--- config.mk ---
export PLATFORM = sky130hd
export DESIGN_NAME = warp_issue_scheduler_flat
export DESIGN_NICKNAME = d
export VERILOG_FILES = /design/src/rtl/warp_issue_scheduler_if.sv /design/src/rtl/warp_issue_scheduler.sv /design/src/flat_wrapper.sv
export SDC_FILE = /design/constraint.sdc
export NUM_CORES = 1
export LEC_CHECK = 0
export BUFFER_PORTS_ARGS = -buffer_cell sky130_fd_sc_hd__buf_2
export CAP_MARGIN = 30
export CELL_PAD_IN_SITES_DETAIL_PLACEMENT = 1
export CELL_PAD_IN_SITES_GLOBAL_PLACEMENT = 1
export CORE_MARGIN = 2
export CORE_UTILIZATION = 28
export DETAILED_ROUTE_END_ITERATION = 8
export PLACE_DENSITY_LB_ADDON = 0.1
export SLEW_MARGIN = 15
export SYNTH_ARGS = -nofsm -noshare
export SYNTH_HDL_FRONTEND = slang
export SYNTH_SLANG_ARGS = --single-unit
--- constraint.sdc ---
create_clock -name clk -period 2.7 [get_ports clk]
set_clock_uncertainty 0.15 [all_clocks]
set_input_delay 0.135 -clock clk [delete_from_list [all_inputs] [get_ports clk]]
set_output_delay 0.135 -clock clk [all_outputs]
set_load 0.01 [all_outputs]
--- src/rtl/warp_issue_scheduler_if.sv ---
// Issue-slot handshake between the warp scheduler and the execute/LSU stage.
// The master side (scheduler) presents one instruction and holds it until issue_ready.
interface warp_issue_scheduler_if #(
    parameter int unsigned NUM_WARPS = 4
);
    localparam int unsigned WARP_W = (NUM_WARPS > 1) ? $clog2(NUM_WARPS) : 1;

    logic              issue_valid;
    logic              issue_ready;
    logic [WARP_W-1:0] issue_warp;
    logic [3:0]        issue_mask_enc;
    logic              issue_is_mem;

    modport master (
        output issue_valid,
        output issue_warp,
        output issue_mask_enc,
        output issue_is_mem,
        input  issue_ready
    );

    modport slave (
        input  issue_valid,
        input  issue_warp,
        input  issue_mask_enc,
        input  issue_is_mem,
        output issue_ready
    );
endinterface

--- src/rtl/warp_issue_scheduler.sv ---
// Round-robin warp issue scheduler gated by the per-thread scoreboard.
// Memory issues set the scoreboard in the handshake cycle so the next selection sees them.
module warp_issue_scheduler #(
    parameter int unsigned NUM_WARPS        = 4,
    parameter int unsigned THREADS_PER_WARP = 8,
    parameter int unsigned NUM_THREADS      = NUM_WARPS * THREADS_PER_WARP,
    parameter int unsigned STALL_CNT_W      = 16,
    localparam int unsigned WARP_W          = (NUM_WARPS > 1) ? $clog2(NUM_WARPS) : 1
) (
    input  logic                   clk,
    input  logic                   reset,
    input  logic [NUM_WARPS-1:0]   inst_valid,
    input  logic [NUM_WARPS-1:0]   inst_is_mem,
    input  logic [NUM_WARPS*4-1:0] inst_mask_enc,
    input  logic [NUM_THREADS-1:0] inst_threads,
    output logic [NUM_WARPS-1:0]   inst_pop,
    input  logic [NUM_THREADS-1:0] busy_threads,
    warp_issue_scheduler_if.master issue,
    output logic                   busy_en,
    output logic [WARP_W-1:0]      warp_num_busy,
    output logic [3:0]             threads_mask_busy,
    output logic [STALL_CNT_W-1:0] stall_cycles
);

    typedef enum logic [0:0] {StSelect, StIssue} state_e;

    state_e                 state_q;
    logic [WARP_W-1:0]      rr_ptr_q;
    logic                   valid_q;
    logic [WARP_W-1:0]      warp_q;
    logic [3:0]             mask_q;
    logic                   mem_q;
    logic [STALL_CNT_W-1:0] stall_q;

    logic [NUM_WARPS-1:0]   eligible;
    logic                   found;
    logic [WARP_W-1:0]      pick;
    logic [WARP_W-1:0]      cand;
    logic                   handshake;

    always_comb begin
        eligible = '0;
        for (int w = 0; w < int'(NUM_WARPS); w++) begin
            eligible[w] = inst_valid[w] &&
                ((inst_threads[w*THREADS_PER_WARP +: THREADS_PER_WARP] &
                  busy_threads[w*THREADS_PER_WARP +: THREADS_PER_WARP]) == '0);
        end
    end

    // Search rr_ptr+1 .. rr_ptr+NUM_WARPS; the last candidate wraps back to rr_ptr itself.
    always_comb begin
        found = 1'b0;
        pick  = '0;
        cand  = '0;
        for (int i = 1; i <= int'(NUM_WARPS); i++) begin
            cand = rr_ptr_q + WARP_W'(i);
            if (!found && eligible[cand]) begin
                found = 1'b1;
                pick  = cand;
            end
        end
    end

    always_ff @(posedge clk or negedge reset) begin
        if (!reset) begin
            state_q  <= StSelect;
            rr_ptr_q <= WARP_W'(NUM_WARPS - 1);
            valid_q  <= 1'b0;
            warp_q   <= '0;
            mask_q   <= '0;
            mem_q    <= 1'b0;
            stall_q  <= '0;
        end else begin
            case (state_q)
                StSelect: begin
                    if (found) begin
                        warp_q  <= pick;
                        mask_q  <= inst_mask_enc[pick*4 +: 4];
                        mem_q   <= inst_is_mem[pick];
                        valid_q <= 1'b1;
                        state_q <= StIssue;
                    end else if ((inst_valid != '0) && (stall_q != '1)) begin
                        stall_q <= stall_q + 1'b1;
                    end
                end
                StIssue: begin
                    if (issue.issue_ready) begin
                        valid_q  <= 1'b0;
                        rr_ptr_q <= warp_q;
                        state_q  <= StSelect;
                    end
                end
                default: state_q <= StSelect;
            endcase
        end
    end

    assign handshake = valid_q && issue.issue_ready;

    always_comb begin
        inst_pop = '0;
        if (handshake) begin
            inst_pop[warp_q] = 1'b1;
        end
    end

    assign busy_en           = handshake && mem_q;
    assign warp_num_busy     = busy_en ? warp_q : '0;
    assign threads_mask_busy = busy_en ? mask_q : '0;

    assign issue.issue_valid    = valid_q;
    assign issue.issue_warp     = warp_q;
    assign issue.issue_mask_enc = mask_q;
    assign issue.issue_is_mem   = mem_q;
    assign stall_cycles         = stall_q;

endmodule

--- src/flat_wrapper.sv ---
// flat-port wrapper written by rule: the top's interface ports become plain ports
module warp_issue_scheduler_flat 
#(
    parameter int unsigned NUM_WARPS        = 4,
    parameter int unsigned THREADS_PER_WARP = 8,
    parameter int unsigned NUM_THREADS      = NUM_WARPS * THREADS_PER_WARP,
    parameter int unsigned STALL_CNT_W      = 16,
    localparam int unsigned WARP_W          = (NUM_WARPS > 1) ? $clog2(NUM_WARPS) : 1
)
  (clk, reset, inst_valid, inst_is_mem, inst_mask_enc, inst_threads, inst_pop, busy_threads, busy_en, warp_num_busy, threads_mask_busy, stall_cycles, issue_issue_valid, issue_issue_warp, issue_issue_mask_enc, issue_issue_is_mem, issue_issue_ready);
  warp_issue_scheduler_if #(.NUM_WARPS(NUM_WARPS)) issue_i ();
  input  logic clk;
  input  logic reset;
  input  logic [NUM_WARPS-1:0] inst_valid;
  input  logic [NUM_WARPS-1:0] inst_is_mem;
  input  logic [NUM_WARPS*4-1:0] inst_mask_enc;
  input  logic [NUM_THREADS-1:0] inst_threads;
  output logic [NUM_WARPS-1:0] inst_pop;
  input  logic [NUM_THREADS-1:0] busy_threads;
  output logic busy_en;
  output logic [WARP_W-1:0] warp_num_busy;
  output logic [3:0] threads_mask_busy;
  output logic [STALL_CNT_W-1:0] stall_cycles;
  output wire logic [$bits(issue_i.issue_valid)-1:0] issue_issue_valid;
  output wire logic [$bits(issue_i.issue_warp)-1:0] issue_issue_warp;
  output wire logic [$bits(issue_i.issue_mask_enc)-1:0] issue_issue_mask_enc;
  output wire logic [$bits(issue_i.issue_is_mem)-1:0] issue_issue_is_mem;
  input wire logic [$bits(issue_i.issue_ready)-1:0] issue_issue_ready;
  assign issue_issue_valid = issue_i.issue_valid;
  assign issue_issue_warp = issue_i.issue_warp;
  assign issue_issue_mask_enc = issue_i.issue_mask_enc;
  assign issue_issue_is_mem = issue_i.issue_is_mem;
  assign issue_i.issue_ready = issue_issue_ready;
  warp_issue_scheduler #(.NUM_WARPS(NUM_WARPS), .THREADS_PER_WARP(THREADS_PER_WARP), .NUM_THREADS(NUM_THREADS), .STALL_CNT_W(STALL_CNT_W)) u_core (.clk(clk), .reset(reset), .inst_valid(inst_valid), .inst_is_mem(inst_is_mem), .inst_mask_enc(inst_mask_enc), .inst_threads(inst_threads), .inst_pop(inst_pop), .busy_threads(busy_threads), .issue(issue_i), .busy_en(busy_en), .warp_num_busy(warp_num_busy), .threads_mask_busy(threads_mask_busy), .stall_cycles(stall_cycles));
endmodule
### Yosys cells after proc, flatten, opt, wreduce, memory -nomap -nowiden

Cells that the tools add are included.
W data, S select, Z words.

* bits in registers: 27
* bits of input ports: 91
* logic and storage cells: 80

* $add $sub $neg: 4
* magnitude comparators: 7
* equal/unequal tests: 3
* shift-type cells: 1
* multiplexer cells: 29
* bitwise operators: 6
* reduce and logical (&&, ||, !) cells: 23

Operator list (number)
* $and A8 B8 Y8: 4
* $logic_not A8 Y1: 4
* $lt A2 B3 Y1 const B: 6
* $add A16 B1 Y16 const B: 1
* $ne A16 B16 Y1 const B: 1
* $shiftx A16 B5 Y4: 1
* $mux W1: 14
* $logic_and A1 B1 Y1: 11
* $bmux W1 S2: 5
* $mux W2: 5
* $mux W4: 2
* $reduce_and A2 Y1: 3
* $add A2 B2 Y2 const B: 2
* $pmux W1 S2: 2
* $reduce_bool A4 Y1: 1
* $logic_not A1 Y1: 3
* $reduce_and A3 Y1: 1
* $add A2 B1 Y2 const B: 1
* $demux W1 S2: 1
* $ge A2 B1 Y1 const B: 1
* $ne A2 B1 Y1 const B: 1
* $ne A2 B2 Y1 const B: 1
* $not A1 Y1: 2

### Longest topological paths before layout

* word-level depth: 17
* gate-level depth with buffers: 8
* depth with buffers taken out: 7

### Worst setup path before layout

OpenSTA, ideal clock, no wires.

* path kind: register to register
* start point: register u_core.stall_q[7] (netlist: u_core.stall_cycles[7])
* end point: register u_core.stall_q[8] (netlist: u_core.stall_cycles[8])
* library setup time: 126 ps
* arrival time: 1893 ps
* path slack: 531 ps
* stages on the path, launching flop included: 9
* period minus slack after synthesis: 2169 ps
* path through: dfrtp_1 -> and4_1 -> and3_1 -> and4_1 -> and3_1 -> nor3_1 -> buf_2 -> nand4_1 -> xnor2_1

* cells in the longest elaborated chain, start to end: 3
* elaborated cells between the ends (all ways): 4

RTL lines
* from (decl): RTL line warp_issue_scheduler.sv:33 `logic [STALL_CNT_W-1:0] stall_q;`
* from (signal assigned): RTL line warp_issue_scheduler.sv:83 `stall_q <= stall_q + 1'b1;`
* parallel branches: the longest is 3 deep, another holds $add A16 B1 Y16

Several ways; the timed one is not identified.
A chain may end at the register's enable or synchronous reset.

### Worst setup path in the final report

* start point: register u_core.stall_q[6] (netlist: u_core.stall_cycles[6])
* end point: register u_core.stall_q[1] (netlist: u_core.stall_cycles[1])

* cells in the longest elaborated chain, start to end: 3

RTL lines
* $ne A16 B16 Y1: RTL line warp_issue_scheduler.sv:82 `end else if ((inst_valid != '0) && (stall_q != '1)) begin`
* $logic_and A1 B1 Y1: RTL line warp_issue_scheduler.sv:82
* $reduce_and A3 Y1 (no line)

No other way between the ends.

==> summary.md <==
| Metric | Value |
|---|---|
| Net count of the mapped netlist | `264` |
| Part of the Yosys area used for sequential elements | `about two fifths` |
| Leading cell type in the layout, fill and taps excluded | `buf_2` |
| Drt wl/cell | `14.44 um` |
| Slowest CP cell | `dfrtp_1` |
| Kind of launch point of the worst setup path | `flop` |
| Maximum number of pins on one net before global-route repair | `28` |
| Crit path buf inv count | `1` |
| Via count of the first global-routing pass | `approximately 1900` |
| DIE AREA | `roughly 6700 um^2` |
| Count of final hold-check violations | `0` |
| Flops & latches, synth | `27` |
| Crit Reg-Reg Startpoint | `u_core.stall_cycles[6]$_DFFE_PN0P_` |
| Final worst path period need | `between 2000 and 2500 ps` |
| Area added between synthesis and finish | `46.45%` |
| Crit. path cell count | `7` |
| Global-route usage over all layers | `around 17%` |
| Htree depth | `1` |
| Number of maximum-capacitance violations | `0` |
| Endpoints failing setup | `0` |
| Crit Path Class | `reg2reg` |
| Post-Route WL | `roughly 5.5 mm` |
| Floorplan Core Area | `between 5000 and 6000 um^2` |
| Count of different cell masters after synthesis | `47` |
| Max_slew headroom | `slightly below 60%` |
| Max Slew Vio Count | `0` |
| Clock edge transition at the registers on the reported setup and hold paths | `around 100 ps` |
| Post-synth EDFFs | `0` |
| Number of clock buffers inserted by TritonCTS | `3` |
| Min-delay src | `inst_mask_enc[7]` |
| Number of warnings reported in the yosys synthesis log | `0` |
| Cells along the critical path | `and4_1 -> and3_1 -> and4_1 -> and3_1 -> nor3_1 -> buf_4 -> mux2_2` |
| Outcome | `finished, final reports clean` |
| DRC marker count from the first detailed-route iteration | `31` |
| Measured slew at the worst slew-check pin | `~620 ps` |
| Port Buffer Count | `between 100 and 150` |
| Clock tree root buffer cell | `clkbuf_8` |
| Filler cell count in the final layout | `740` |
| Count of nets left with antenna violations after detail routing | `0` |
| Total grt overflow | `0` |
| Number of stages on the worst hold path | `3` |
| Leakage component of the power | `between 1 and 1.5 nW` |
| RSZ-0062 raised after global routing | `no` |
| Asr flop ratio synth | `100.0%` |
| Number of cells after detailed placement | `between 300 and 400` |
| CP delay by family, top | `simple AND/OR/NAND/NOR gates` |
| Avg Cell Area, Syn | `9.944 um^2` |
| Clk sinks | `27` |
| Final HPWL DP | `about 4.7 mm` |
| Highest-count cells in the layout ignoring fill and taps | `buf_2 (125), dfrtp_1 (25), xnor2_1 (14)` |
| Height of the chip | `between 80 and 90 um` |
| Post-layout utilization of the core | `between 40% and 50%` |
| Power Density | `642.3 nW/um^2` |
| DRC violation count after routing | `0` |
| Post-DR vias/cell | `roughly 5` |
| Buffer levels on the longest clock path | `2` |
| Maximum single-stage delay on the critical path | `460 ps` |
| Total number of vias | `1889` |
| Die width | `approximately 82 um` |
| Row Count | `28` |
| Wire length of the first global-routing pass | `between 8 and 9 mm` |
| Required @ worst endpoint | `about 2700 ps` |
| Later-pin clock latency in the skew report | `around 270 ps` |
| Post-layout net count | `around 400` |
| End point of the worst hold path | `u_core.issue.issue_mask_enc[3]$_DFFE_PN0P_` |
| 1st-pass router iterations | `4` |
| Biggest fanout along the worst timing path | `6` |
| Share of layout cells above drive strength 1 | `51.49%` |
| Hold WC Path Type | `in2reg` |
| Number of antenna repair diodes | `0` |
| Cell count after synthesis | `between 150 and 200` |
| Number of resized instances in the post-cts repair step | `0` |
| Depth of the worst register-to-register path | `7` |
| Antenna violations before repair | `0` |
| Share of the cycle needed by the critical path after routing | `between 80% and 90%` |
| Number of I/O pins | `~130` |
| Mapped Area | `roughly 1700 um^2` |
| Main flop type after synthesis | `dfrtp_1` |
| CTS tree | `built` |
| Fin Setup TNS | `0 ps` |
| Crit path DAT | `between 2000 and 2500 ps` |
| Post-route non-filler standard cell count | `between 300 and 400` |
| Initial Util | `about 29%` |
| Worst R2R Setup Slack | `between 300 and 400 ps` |
| Largest vdd supply drop | `roughly 0.31 mV` |
| CP Capture Type | `flop` |
| Final Power | `1.609 mW` |
| Routability cong. | `0.6900` |
| Highest clock frequency the design can meet | `roughly 0.43 GHz` |
| Endpoint of the most critical register-to-register path | `u_core.stall_cycles[1]$_DFFE_PN0P_` |
## worst max path at each step
stage                                             from  slack [ps]                                    endpoint
floorplan           u_core.stall_cycles[7]$_DFFE_PN0P_         530          u_core.stall_cycles[8]$_DFFE_PN0P_
global placement                       inst_threads[2]         360  u_core.issue.issue_mask_enc[2]$_DFFE_PN0P_
detailed placement                     inst_threads[2]         310  u_core.issue.issue_mask_enc[0]$_DFFE_PN0P_
CTS                 u_core.stall_cycles[6]$_DFFE_PN0P_         380          u_core.stall_cycles[1]$_DFFE_PN0P_
global route        u_core.stall_cycles[6]$_DFFE_PN0P_         180          u_core.stall_cycles[1]$_DFFE_PN0P_
finish              u_core.stall_cycles[6]$_DFFE_PN0P_         380          u_core.stall_cycles[1]$_DFFE_PN0P_
## power by group
part           switching, mW  internal, mW  leakage (nW)
sequential             0.149         0.543         0.338
clock                  0.134         0.105        0.0217
combinational          0.329         0.349         0.919
total                  0.612         0.997          1.28
## metal layers
metal,track usage (%),vias to the layer above,wire (um)
li1,-,934,-
met1,21.16,877,2369
met2,29.84,76,2621
met3,3.587,2,452
met4,2.500,0,14
met5,0,-,0
## state kept, by name, summed over array words and instances (netlist names)
| name | flops |
|---|---|
| u_core.issue.issue_is_mem | 1 |
| u_core.issue.issue_valid | 1 |
| u_core.issue.issue_warp | 2 |
| u_core.state_q | 1 |
| u_core.stall_cycles | 16 |
| u_core.rr_ptr_q | 2 |
| u_core.issue.issue_mask_enc | 4 |
## worst reg2reg max path, cell delays in order, from the launching register on
cell and delay (ps):
dfrtp_1 460, and4_1 240, and3_1 220, and4_1 220, and3_1 190, nor3_1 200
buf_4 200, mux2_2 340
## synthesized netlist by cell type (3+ instances only)
cell	count	area share [%]
a211o_1	4	2.0
a21oi_1	7	2.0
a222oi_1	4	2.3
a22oi_1	7	3.1
and2_1	7	2.6
and3_1	6	2.2
dfrtp_1	25	37
mux2_1	4	2.6
nand2_1	13	2.9
nand3_1	11	3.2
nand4_1	12	4.4
nor2_1	9	2.0
nor3_1	3	0.88
o221a_2	4	2.6
xnor2_1	14	7.2
## layout make-up
| class | count | area, um^2 | share of cell area [%] |
|---|---|---|---|
| clock buffers | 3 | 41.29 | 1.648 |
| well taps | 75 | 93.84 | 3.746 |
| clock inverters | 1 | 7.507 | 0.2997 |
| flip-flops and latches | 27 | 678.2 | 27.07 |
| repair buffers | 130 | 665.6 | 26.57 |
| multi-input cells | 140 | 1011 | 40.36 |
| inverters | 2 | 7.507 | 0.2997 |
## metrics by stage
step / hold WS [ps] / area (um^2) / setup slack (ps)
2_1_floorplan: -310.6 / 1710 / 530.8
3_3_place_gp: 46.63 / 2446 / 360.6
3_5_place_dp: 38.45 / 2446 / 312.7
4_1_cts: 18.24 / 2505 / 377.3
5_1_grt: 53.70 / 2505 / 177.9
6_report: 19.86 / 2505 / 382.9
## timing repair
action                     4_1_cts  5_1_grt
setup endpoints to repair        0        0
buffers inserted                 0        0
hold endpoints to repair        25        0
hold buffers                     1        0
## cell families (layout without fill, tap and decap cells)
family	after synthesis	after routing	synth area share, %
buf+inv	5	136	1.244
mux	6	6	3.950
xor+xnor	15	15	7.681
compound gates	43	43	21.73
flops	27	27	39.65
simple gates	75	75	25.02
fa+ha+maj	1	1	0.7314
No activity file was read; power rests on OpenSTA's default activity.
